File: config.mk
export PLATFORM = sky130hd
export DESIGN_NAME = alu_exec_unit_flat
export DESIGN_NICKNAME = d
export VERILOG_FILES = /design/src/rtl/alu_exec_unit_if.sv /design/src/rtl/alu_exec_unit.sv /design/src/flat_wrapper.sv
export SDC_FILE = /design/constraint.sdc
export NUM_CORES = 1
export LEC_CHECK = 0
export CORE_ASPECT_RATIO = 1.75
export CORE_UTILIZATION = 45
export CTS_CLUSTER_SIZE = 30
export DETAILED_ROUTE_END_ITERATION = 8
export PLACE_DENSITY = 0.66
export SLEW_MARGIN = 40
export SYNTH_ARGS = -nofsm -noshare
export SYNTH_HDL_FRONTEND = slang
export SYNTH_SLANG_ARGS = --single-unit
File: constraint.sdc
create_clock -name clk -period 5.3 [get_ports clk]
set_input_delay 0.795 -clock clk [delete_from_list [all_inputs] [get_ports clk]]
set_output_delay 0.795 -clock clk [all_outputs]
set_load 0.01 [all_outputs]
File: src/rtl/alu_exec_unit_if.sv
// Request/response bundle between the opcode decoder side and the ALU execute unit.
interface alu_exec_unit_if #(
   parameter int unsigned WIDTH = 16,
   parameter int unsigned SHW   = 4
);
   logic             start;
   logic [3:0]       alu_cnt;
   logic [WIDTH-1:0] op_a;
   logic [WIDTH-1:0] op_b;
   logic [SHW-1:0]   shamt;
   logic             busy;
   logic             done;
   logic [WIDTH-1:0] result;
   logic             flag_s;
   logic             flag_z;
   logic             flag_c;
   logic             flag_v;

   // Requester: issues ops, observes status and results.
   modport master (
      output start, alu_cnt, op_a, op_b, shamt,
      input  busy, done, result, flag_s, flag_z, flag_c, flag_v
   );

   // Execute unit: accepts ops, returns status and results.
   modport slave (
      input  start, alu_cnt, op_a, op_b, shamt,
      output busy, done, result, flag_s, flag_z, flag_c, flag_v
   );
endinterface

File: src/rtl/alu_exec_unit.sv
// ALU execute unit: single-cycle arithmetic/logic ops, iterative one-bit-per-clock shifts,
// start/busy/done handshake with registered result and S/Z/C/V flags.
module alu_exec_unit #(
   parameter int unsigned WIDTH = 16,
   parameter int unsigned SHW   = 4
) (
   input  logic          clk,
   input  logic          rst_n,
   alu_exec_unit_if.slave bus
);

   localparam logic [3:0] OP_ADD = 4'b0000;
   localparam logic [3:0] OP_SUB = 4'b0001;
   localparam logic [3:0] OP_AND = 4'b0010;
   localparam logic [3:0] OP_OR  = 4'b0011;
   localparam logic [3:0] OP_XOR = 4'b0100;
   localparam logic [3:0] OP_MOV = 4'b0110;
   localparam logic [3:0] OP_SLL = 4'b1000;
   localparam logic [3:0] OP_SLR = 4'b1001;
   localparam logic [3:0] OP_SRL = 4'b1010;
   localparam logic [3:0] OP_SRA = 4'b1011;
   localparam logic [3:0] OP_IN  = 4'b1100;
   localparam logic [3:0] OP_OUT = 4'b1101;

   typedef enum logic [1:0] {
      IDLE  = 2'd0,
      SHIFT = 2'd1,
      FIN   = 2'd2
   } state_t;

   state_t           state;
   logic [3:0]       op_q;
   logic [WIDTH-1:0] a_q;
   logic [WIDTH-1:0] b_q;
   logic [SHW-1:0]   cnt_q;
   logic [WIDTH-1:0] sh_q;
   logic             sc_q;
   logic             busy_q;
   logic             done_q;
   logic [WIDTH-1:0] result_q;
   logic             flag_s_q;
   logic             flag_z_q;
   logic             flag_c_q;
   logic             flag_v_q;

   logic [WIDTH-1:0] sh_nxt_c;
   logic             sc_nxt_c;
   logic [WIDTH:0]   sum_c;
   logic [WIDTH:0]   diff_c;
   logic [WIDTH-1:0] res_c;
   logic             c_c;
   logic             v_c;
   logic             start_shift_c;

   // Shift ops with a non-zero amount take the iterative path.
   assign start_shift_c = (bus.alu_cnt[3:2] == 2'b10) && (bus.shamt != '0);

   // One-bit shift/rotate step; carry tracks the bit leaving the word.
   always_comb begin
      sh_nxt_c = sh_q;
      sc_nxt_c = sc_q;
      case (op_q[1:0])
         2'b00: begin
            sh_nxt_c = {sh_q[WIDTH-2:0], 1'b0};
            sc_nxt_c = sh_q[WIDTH-1];
         end
         2'b01: begin
            sh_nxt_c = {sh_q[WIDTH-2:0], sh_q[WIDTH-1]};
            sc_nxt_c = sh_q[WIDTH-1];
         end
         2'b10: begin
            sh_nxt_c = {1'b0, sh_q[WIDTH-1:1]};
            sc_nxt_c = sh_q[0];
         end
         default: begin
            sh_nxt_c = {sh_q[WIDTH-1], sh_q[WIDTH-1:1]};
            sc_nxt_c = sh_q[0];
         end
      endcase
   end

   // Final result, carry and overflow for the captured op.
   always_comb begin
      sum_c  = {1'b0, a_q} + {1'b0, b_q};
      diff_c = {1'b0, a_q} - {1'b0, b_q};
      res_c  = '0;
      c_c    = 1'b0;
      v_c    = 1'b0;
      case (op_q)
         OP_ADD: begin
            res_c = sum_c[WIDTH-1:0];
            c_c   = sum_c[WIDTH];
            v_c   = (a_q[WIDTH-1] == b_q[WIDTH-1]) && (sum_c[WIDTH-1] != a_q[WIDTH-1]);
         end
         OP_SUB: begin
            res_c = diff_c[WIDTH-1:0];
            c_c   = diff_c[WIDTH];
            v_c   = (a_q[WIDTH-1] != b_q[WIDTH-1]) && (diff_c[WIDTH-1] != a_q[WIDTH-1]);
         end
         OP_AND: res_c = a_q & b_q;
         OP_OR:  res_c = a_q | b_q;
         OP_XOR: res_c = a_q ^ b_q;
         OP_MOV: res_c = b_q;
         OP_SLL, OP_SLR, OP_SRL, OP_SRA: begin
            res_c = sh_q;
            c_c   = sc_q;
         end
         OP_IN:  res_c = b_q;
         OP_OUT: res_c = a_q;
         default: res_c = '0;
      endcase
   end

   // Control FSM with operand capture, shift iteration and registered outputs.
   always_ff @(posedge clk or negedge rst_n) begin
      if (!rst_n) begin
         state    <= IDLE;
         op_q     <= '0;
         a_q      <= '0;
         b_q      <= '0;
         cnt_q    <= '0;
         sh_q     <= '0;
         sc_q     <= 1'b0;
         busy_q   <= 1'b0;
         done_q   <= 1'b0;
         result_q <= '0;
         flag_s_q <= 1'b0;
         flag_z_q <= 1'b0;
         flag_c_q <= 1'b0;
         flag_v_q <= 1'b0;
      end else begin
         done_q <= 1'b0;
         case (state)
            IDLE: begin
               if (bus.start) begin
                  op_q   <= bus.alu_cnt;
                  a_q    <= bus.op_a;
                  b_q    <= bus.op_b;
                  cnt_q  <= bus.shamt;
                  sh_q   <= bus.op_a;
                  sc_q   <= 1'b0;
                  busy_q <= 1'b1;
                  state  <= start_shift_c ? SHIFT : FIN;
               end
            end
            SHIFT: begin
               sh_q  <= sh_nxt_c;
               sc_q  <= sc_nxt_c;
               cnt_q <= cnt_q - SHW'(1);
               if (cnt_q == SHW'(1)) begin
                  state <= FIN;
               end
            end
            FIN: begin
               result_q <= res_c;
               flag_s_q <= res_c[WIDTH-1];
               flag_z_q <= (res_c == '0);
               flag_c_q <= c_c;
               flag_v_q <= v_c;
               done_q   <= 1'b1;
               busy_q   <= 1'b0;
               state    <= IDLE;
            end
            default: begin
               busy_q <= 1'b0;
               state  <= IDLE;
            end
         endcase
      end
   end

   assign bus.busy   = busy_q;
   assign bus.done   = done_q;
   assign bus.result = result_q;
   assign bus.flag_s = flag_s_q;
   assign bus.flag_z = flag_z_q;
   assign bus.flag_c = flag_c_q;
   assign bus.flag_v = flag_v_q;

endmodule

File: src/flat_wrapper.sv
// flat-port wrapper written by rule: the top's interface ports become plain ports
module alu_exec_unit_flat 
#(
   parameter int unsigned WIDTH = 16,
   parameter int unsigned SHW   = 4
)
  (clk, rst_n, bus_start, bus_alu_cnt, bus_op_a, bus_op_b, bus_shamt, bus_busy, bus_done, bus_result, bus_flag_s, bus_flag_z, bus_flag_c, bus_flag_v);
  alu_exec_unit_if #(.WIDTH(WIDTH), .SHW(SHW)) bus_i ();
  input  logic clk;
  input  logic rst_n;
  input wire logic [$bits(bus_i.start)-1:0] bus_start;
  input wire logic [$bits(bus_i.alu_cnt)-1:0] bus_alu_cnt;
  input wire logic [$bits(bus_i.op_a)-1:0] bus_op_a;
  input wire logic [$bits(bus_i.op_b)-1:0] bus_op_b;
  input wire logic [$bits(bus_i.shamt)-1:0] bus_shamt;
  output wire logic [$bits(bus_i.busy)-1:0] bus_busy;
  output wire logic [$bits(bus_i.done)-1:0] bus_done;
  output wire logic [$bits(bus_i.result)-1:0] bus_result;
  output wire logic [$bits(bus_i.flag_s)-1:0] bus_flag_s;
  output wire logic [$bits(bus_i.flag_z)-1:0] bus_flag_z;
  output wire logic [$bits(bus_i.flag_c)-1:0] bus_flag_c;
  output wire logic [$bits(bus_i.flag_v)-1:0] bus_flag_v;
  assign bus_i.start = bus_start;
  assign bus_i.alu_cnt = bus_alu_cnt;
  assign bus_i.op_a = bus_op_a;
  assign bus_i.op_b = bus_op_b;
  assign bus_i.shamt = bus_shamt;
  assign bus_busy = bus_i.busy;
  assign bus_done = bus_i.done;
  assign bus_result = bus_i.result;
  assign bus_flag_s = bus_i.flag_s;
  assign bus_flag_z = bus_i.flag_z;
  assign bus_flag_c = bus_i.flag_c;
  assign bus_flag_v = bus_i.flag_v;
  alu_exec_unit #(.WIDTH(WIDTH), .SHW(SHW)) u_core (.clk(clk), .rst_n(rst_n), .bus(bus_i));
endmodule
# ---- After elaboration in Yosys (flattened, before gate mapping)
# Cells that the tools add are included.
# W data, S select, Z words.
dict set report word_totals {
  word_cells 81
  inputBits 43
  ff_bits 81
  out_inout_bits 22
}
dict set report classes {
  muxes 18
  n_reduce_logical 17
  n_eq_ne 24
  n_addsub 3
  bitwise_logic 4
}
# operator count
set op_table {}
lappend op_table {{$pmux W16 S8} 1}
lappend op_table {{$pmux W16 S3} 1}
lappend op_table {{$pmux W16 S2} 1}
lappend op_table {{$eq A4 B4 Y1 const B} 6}
lappend op_table {{$add A16 B16 Y17} 1}
lappend op_table {{$sub A16 B16 Y17} 1}
lappend op_table {{$and A16 B16 Y16} 1}
lappend op_table {{$logic_not A16 Y1} 1}
lappend op_table {{$mux W16} 1}
lappend op_table {{$or A16 B16 Y16} 1}
lappend op_table {{$xor A16 B16 Y16} 1}
lappend op_table {{$eq A4 B1 Y1 const B} 2}
lappend op_table {{$eq A4 B2 Y1 const B} 2}
lappend op_table {{$eq A4 B3 Y1 const B} 2}
lappend op_table {{$pmux W4 S2} 1}
lappend op_table {{$reduce_and A2 Y1} 4}
lappend op_table {{$eq A2 B2 Y1 const B} 3}
lappend op_table {{$mux W2} 3}
lappend op_table {{$pmux W1 S2} 3}
lappend op_table {{$eq A2 B1 Y1 const B} 2}
lappend op_table {{$logic_not A2 Y1} 2}
lappend op_table {{$logic_not A4 Y1} 1}
lappend op_table {{$mux W1} 4}
lappend op_table {{$mux W4} 1}
lappend op_table {{15 further kinds} 20}

# ---- Longest topological paths before layout
dict set report depth {
  depth_word 5
  depth_mapped 12
  ltp_nobuf 12
}

# ---- Worst setup path after synthesis
# Ideal clock, no wire load.
dict set report synth_timing {
  kind {reg-to-reg}
  startpoint {reg u_core.b_q[0]}
  endpoint {reg u_core.flag_z_q (netlist: u_core.bus.flag_z)}
  path_buffers 0
  stages_incl_launch_ff 13
  required_ns 5.224
  setup_ns 0.076
  slack_ns 2.241
  synth_period_minus_slack_ns 3.059
  arrival_time_ns 2.983
  cell_sequence {dfrtp_1 ha_1 inv_1 fa_1 nand2b_4 a2111o_1 a311oi_2 o211ai_2 a21o_1 a211o_1 nor4b_2 nand4_1 o21ai_1}
}
dict set report synth_between {
  elab_chain_len 3
  word_cells_on_any_way 7
  classes_between {add/sub: 2; mux: 1; bitwise: 3; reduce/logical: 1}
}
# item line_no
set synth_rtl {}
lappend synth_rtl {{from (decl)} alu_exec_unit.sv:34} ;# logic [WIDTH-1:0] b_q;
lappend synth_rtl {{from (signal assigned)} alu_exec_unit.sv:138} ;# b_q <= bus.op_b;
lappend synth_rtl {{$sub A16 B16 Y17 (tied with other cells)} alu_exec_unit.sv:85} ;# diff_c = {1'b0, a_q} - {1'b0, b_q};
lappend synth_rtl {{$pmux W16 S8 (*)} alu_exec_unit.sv:89} ;# case (op_q)
lappend synth_rtl {{$logic_not A16 Y1 (*)} alu_exec_unit.sv:157} ;# flag_z_q <= (res_c == '0);
lappend synth_rtl {{to (signal assigned)} alu_exec_unit.sv:157}
lappend synth_rtl {{to (decl)} alu_exec_unit.sv:42} ;# logic flag_z_q;
# Every way passes the cells marked *; elsewhere a longest branch is shown, timed or not.
# A chain may end at the register's enable or synchronous reset.

# ---- Final worst setup path
# Ends and elaborated chain as after synthesis.

==> impl_results.md <==
* Final net count at 899
* CTS tree: built
* Pin count of the biggest net entering global routing at 56
* Max IR drop VDD at 247 uV
* Seq pwr share at 27.4%
* Clk buf depth at 2
* Vias in the first global route at 6,023
* Leading post-synthesis cells by cell area: dfrtp_1 (32%), ha_1 (10%), nand2_1 (7.4%), o21ai_0 (5.6%), a21oi_1 (4.3%)
* Final GP Congestion at 0.939
* Max_cap viols at 0
* Placed cells at 965
* Syn nets at 859
* Fin. Hold Viols at 0
* CTS buffer count at 9
* Count of final setup violators at 0
* Num rows at 56
* DR pass1 iterations at 5
* Postcts setup bufs at 0
* DR WL/cell at 20.1 um
* Layout cell share with drive strength beyond 1 at 6.57%
* CP required at 5.58 ns
* Flip-flop and latch count after synthesis at 80
* Routed via count at 5,925
* Total negative slack at 0 ns
* 1st-iter DRT viols at 324
* Ports at 65
* Die area at 14,300 um2
* Register area share after synthesis at 32.2%
* Ys Warns at 0
* Status: completed
* Combinational power share at 54.2%
* Ant diodes at 0
* Layout area overhead at 16.6%
* Synth Instances at 762
* Clock power frac at 18.4%
* Final worst path period need at 3.51 ns
* Final worst path period share at 66.2%
* Slowest stage delay, CP at 0.46 ns
* Top_reg_cell synth: dfrtp_1
* Sink Count at 80
* Max Clock Freq at 0.285 GHz
* RSZ-0062 raised after global routing: no
* Hpwl dp at 15.0 mm
* Internal power at 2.06 mW
* Via-to-Cell Ratio at 6.04
* Mapped Area at 6220 um2
* Clock transition at path regs at 0.07 ns
* H-tree depth at 3
* Sw frac at 45.8%
* Crit Path Max Fanout at 4
* Worst setup EP type: flop
* Worst min path class: in -> async
* CTS root buffer: clkbuf_16
* Layout Skew at 0.0148 ns
* Crit path DAT at 3.79 ns
* Pwr/cell area at 523 nW/um2
* Post-route insts no fill at 981
* EDFF count, synth at 0
* Slowest-stage cell, CP: fa_1
* Port bufs at 64
* Syn Area/Cell at 8.17 um2
* Yosys cell types at 74
* Global-route wire length before repair at 31.4 mm
* Starting density of the core at 46.3%
* Total gr overflow at 0
* Initial antenna violation count at 0
* Post-CTS Resized at 0
* Detailed Route WL at 19.7 mm
* Worst-Margin Slew at 0.770 ns
* Die Wd at 90.9 um
* Core ar. at 13,500 um2
* Total power at 3.79 mW
* Cell taking the most area after synthesis: dfrtp_1
* Slew HR at 48.5%
* Ys async rst share at 100%
* GR Util All Layers at 28.5%
* Slew Limit Fails at 0
* Yosys top cell area share at 32.2%
* DRC violations left at 0
* WS Path Type: reg -> reg
* Net Sw Power at 1.74 mW
* CP cell instances: ha_1 > inv_1 > fa_1 > nand2b_4 > a2111o_1 > a311oi_2 > o211ai_2 > a21o_1 > a211o_1 > nor4b_2 > nand4_1 > o21ai_1
* Static leakage at 3.10 nW
* Hold_buf cts at 0
* Antenna viol nets, final at 0
* Clock Latency Late Sink at 0.35 ns
* Die Y at 158 um
* CP Launch Type: flop
[power groups by stage]
stage | Combinational [mW] | Clock (mW) | Sequential, mW
2_1_floorplan | 1.45 | 0 | 0.984
3_3_place_gp | 2.01 | 0 | 1.03
3_5_place_dp | 2.02 | 0 | 1.05
4_1_cts | 2.03 | 0.707 | 1.04
5_1_grt | 2.25 | 0.729 | 1.07
6_report | 2.06 | 0.699 | 1.04
[logic make-up (layout without fill, tap and decap cells)]
| logic type | Yosys count | after routing | share of synthesized area [%] |
|---|---|---|---|
| AO/OA/AOI/OAI | 253 | 253 | 27.0 |
| AND/OR/NAND/NOR | 243 | 243 | 17.9 |
| buffers and inverters | 109 | 154 | 8.24 |
| flip-flops | 80 | 80 | 32.2 |
| adder cells (fa/ha/maj) | 54 | 54 | 11.1 |
| multiplexers | 13 | 13 | 2.17 |
| XOR/XNOR | 10 | 10 | 1.41 |
[per-layer routing]
layer  GRT usage, %  routed length [um]  vias to the layer above
met5              0                   0                        -
met2           50.6               10000                      235
met4           13.2                 689                        0
li1               -                   -                     2797
met3           3.31                 978                       48
met1           34.3                7980                     2845
[sequential cells by signal, summed over array words and instances, names as in the netlist, 2 cells and up]
register and flops:
u_core.b_q 16, u_core.state 2, u_core.bus.result 16, u_core.a_q 16, u_core.sh_q 16, u_core.op_q 4, u_core.cnt_q 4
[final timing paths]
path | startpoint | endpoint | slack [ns] | cells after the start
max | u_core.b_q[0] | u_core.bus.flag_z | 1.79 | 12
min in group clk | u_core.bus.result[13] | u_core.bus.result[13] | 0.47 | 2
min reg2reg | u_core.bus.result[13] | u_core.bus.result[13] | 0.47 | 2
min | rst_n | u_core.a_q[3] | 0.36 | 1
max reg2reg | u_core.b_q[0] | u_core.bus.flag_z | 1.79 | 12
max in group asynchronous | rst_n | u_core.op_q[2] | 4.06 | 2
[cell usage after synthesis, drive strengths merged, types with 2 or more instances]
| cell type | count |
|---|---|
| a221o | 5 |
| o21bai | 4 |
| o22ai | 5 |
| o211ai | 14 |
| nor3 | 14 |
| o211a | 3 |
| a21o | 3 |
| mux2i | 9 |
| nor3b | 2 |
| o21ai | 71 |
| mux2 | 4 |
| a31oi | 16 |
| dfrtp | 80 |
| o41ai | 2 |
| inv | 61 |
| and2 | 11 |
| o31ai | 7 |
| or3 | 2 |
| nor4b | 6 |
| nand2 | 122 |
| a32oi | 2 |
| o21a | 3 |
| a2111o | 2 |
| a221oi | 16 |
| nor2b | 8 |
| fa | 2 |
| a22oi | 11 |
| and3 | 3 |
| clkbuf | 25 |
| xnor2 | 9 |
| nor2 | 45 |
| a2111oi | 3 |
| nand4 | 3 |
| nor4 | 3 |
| and4 | 3 |
| buf | 21 |
| a311oi | 3 |
| a211oi | 17 |
| a21oi | 53 |
| nand3 | 11 |
| o32ai | 2 |
| ha | 52 |
| nand2b | 6 |
[per-stage QoR]
stage / setup WS [ns] / cell area [um2] / util, % / hold slack, ns
final: 1.79 / 7260 / 53.9 / 0.362
after global placement: 1.84 / 6920 / 51.4 / 0.461
after floorplan: 2.24 / 6220 / - / 0.450
after CTS: 1.79 / 7250 / 53.9 / 0.364
after global routing: 1.60 / 7260 / 53.9 / 0.391
after detailed placement: 1.81 / 6930 / 51.5 / 0.464
[worst max-delay path: cells and delay by family (launching register included)]
kind                       cells  cell delay, ns
DFF                            1            0.39
adders and majority gates      2            0.70
buffers and inverters          1            0.08
AOI/OAI and AO/OA              6            1.60
and+or+nand+nor                3            0.65
[layout make-up]
class | instances | area, um2
fill | 1298 | 6200
multi-input combinational | 573 | 3740
sequential | 80 | 2000
timing repair buffer | 76 | 732
inverter | 62 | 233
clock buffer | 9 | 225
tap | 174 | 218
clock inverter | 7 | 101
[placed cells by master (no fill, tap or decap), types with 7 or more instances in the layout]
master           instances
nor2b_1                  8
a22oi_1                 11
and2_1                  11
a211oi_1                15
xnor2_1                  9
buf_4                   12
a221oi_1                16
o31ai_1                  7
a21oi_1                 53
o211ai_1                13
a31oi_1                 16
clkbuf_16                9
clkdlybuf4s50_1         63
nor2_1                  44
nor3_1                  14
mux2i_1                  9
nand3_1                 11
inv_1                   61
nand2_1                122
dfrtp_1                 79
o21ai_0                 70
ha_1                    52
No activity file was read; power rests on OpenSTA's default activity.
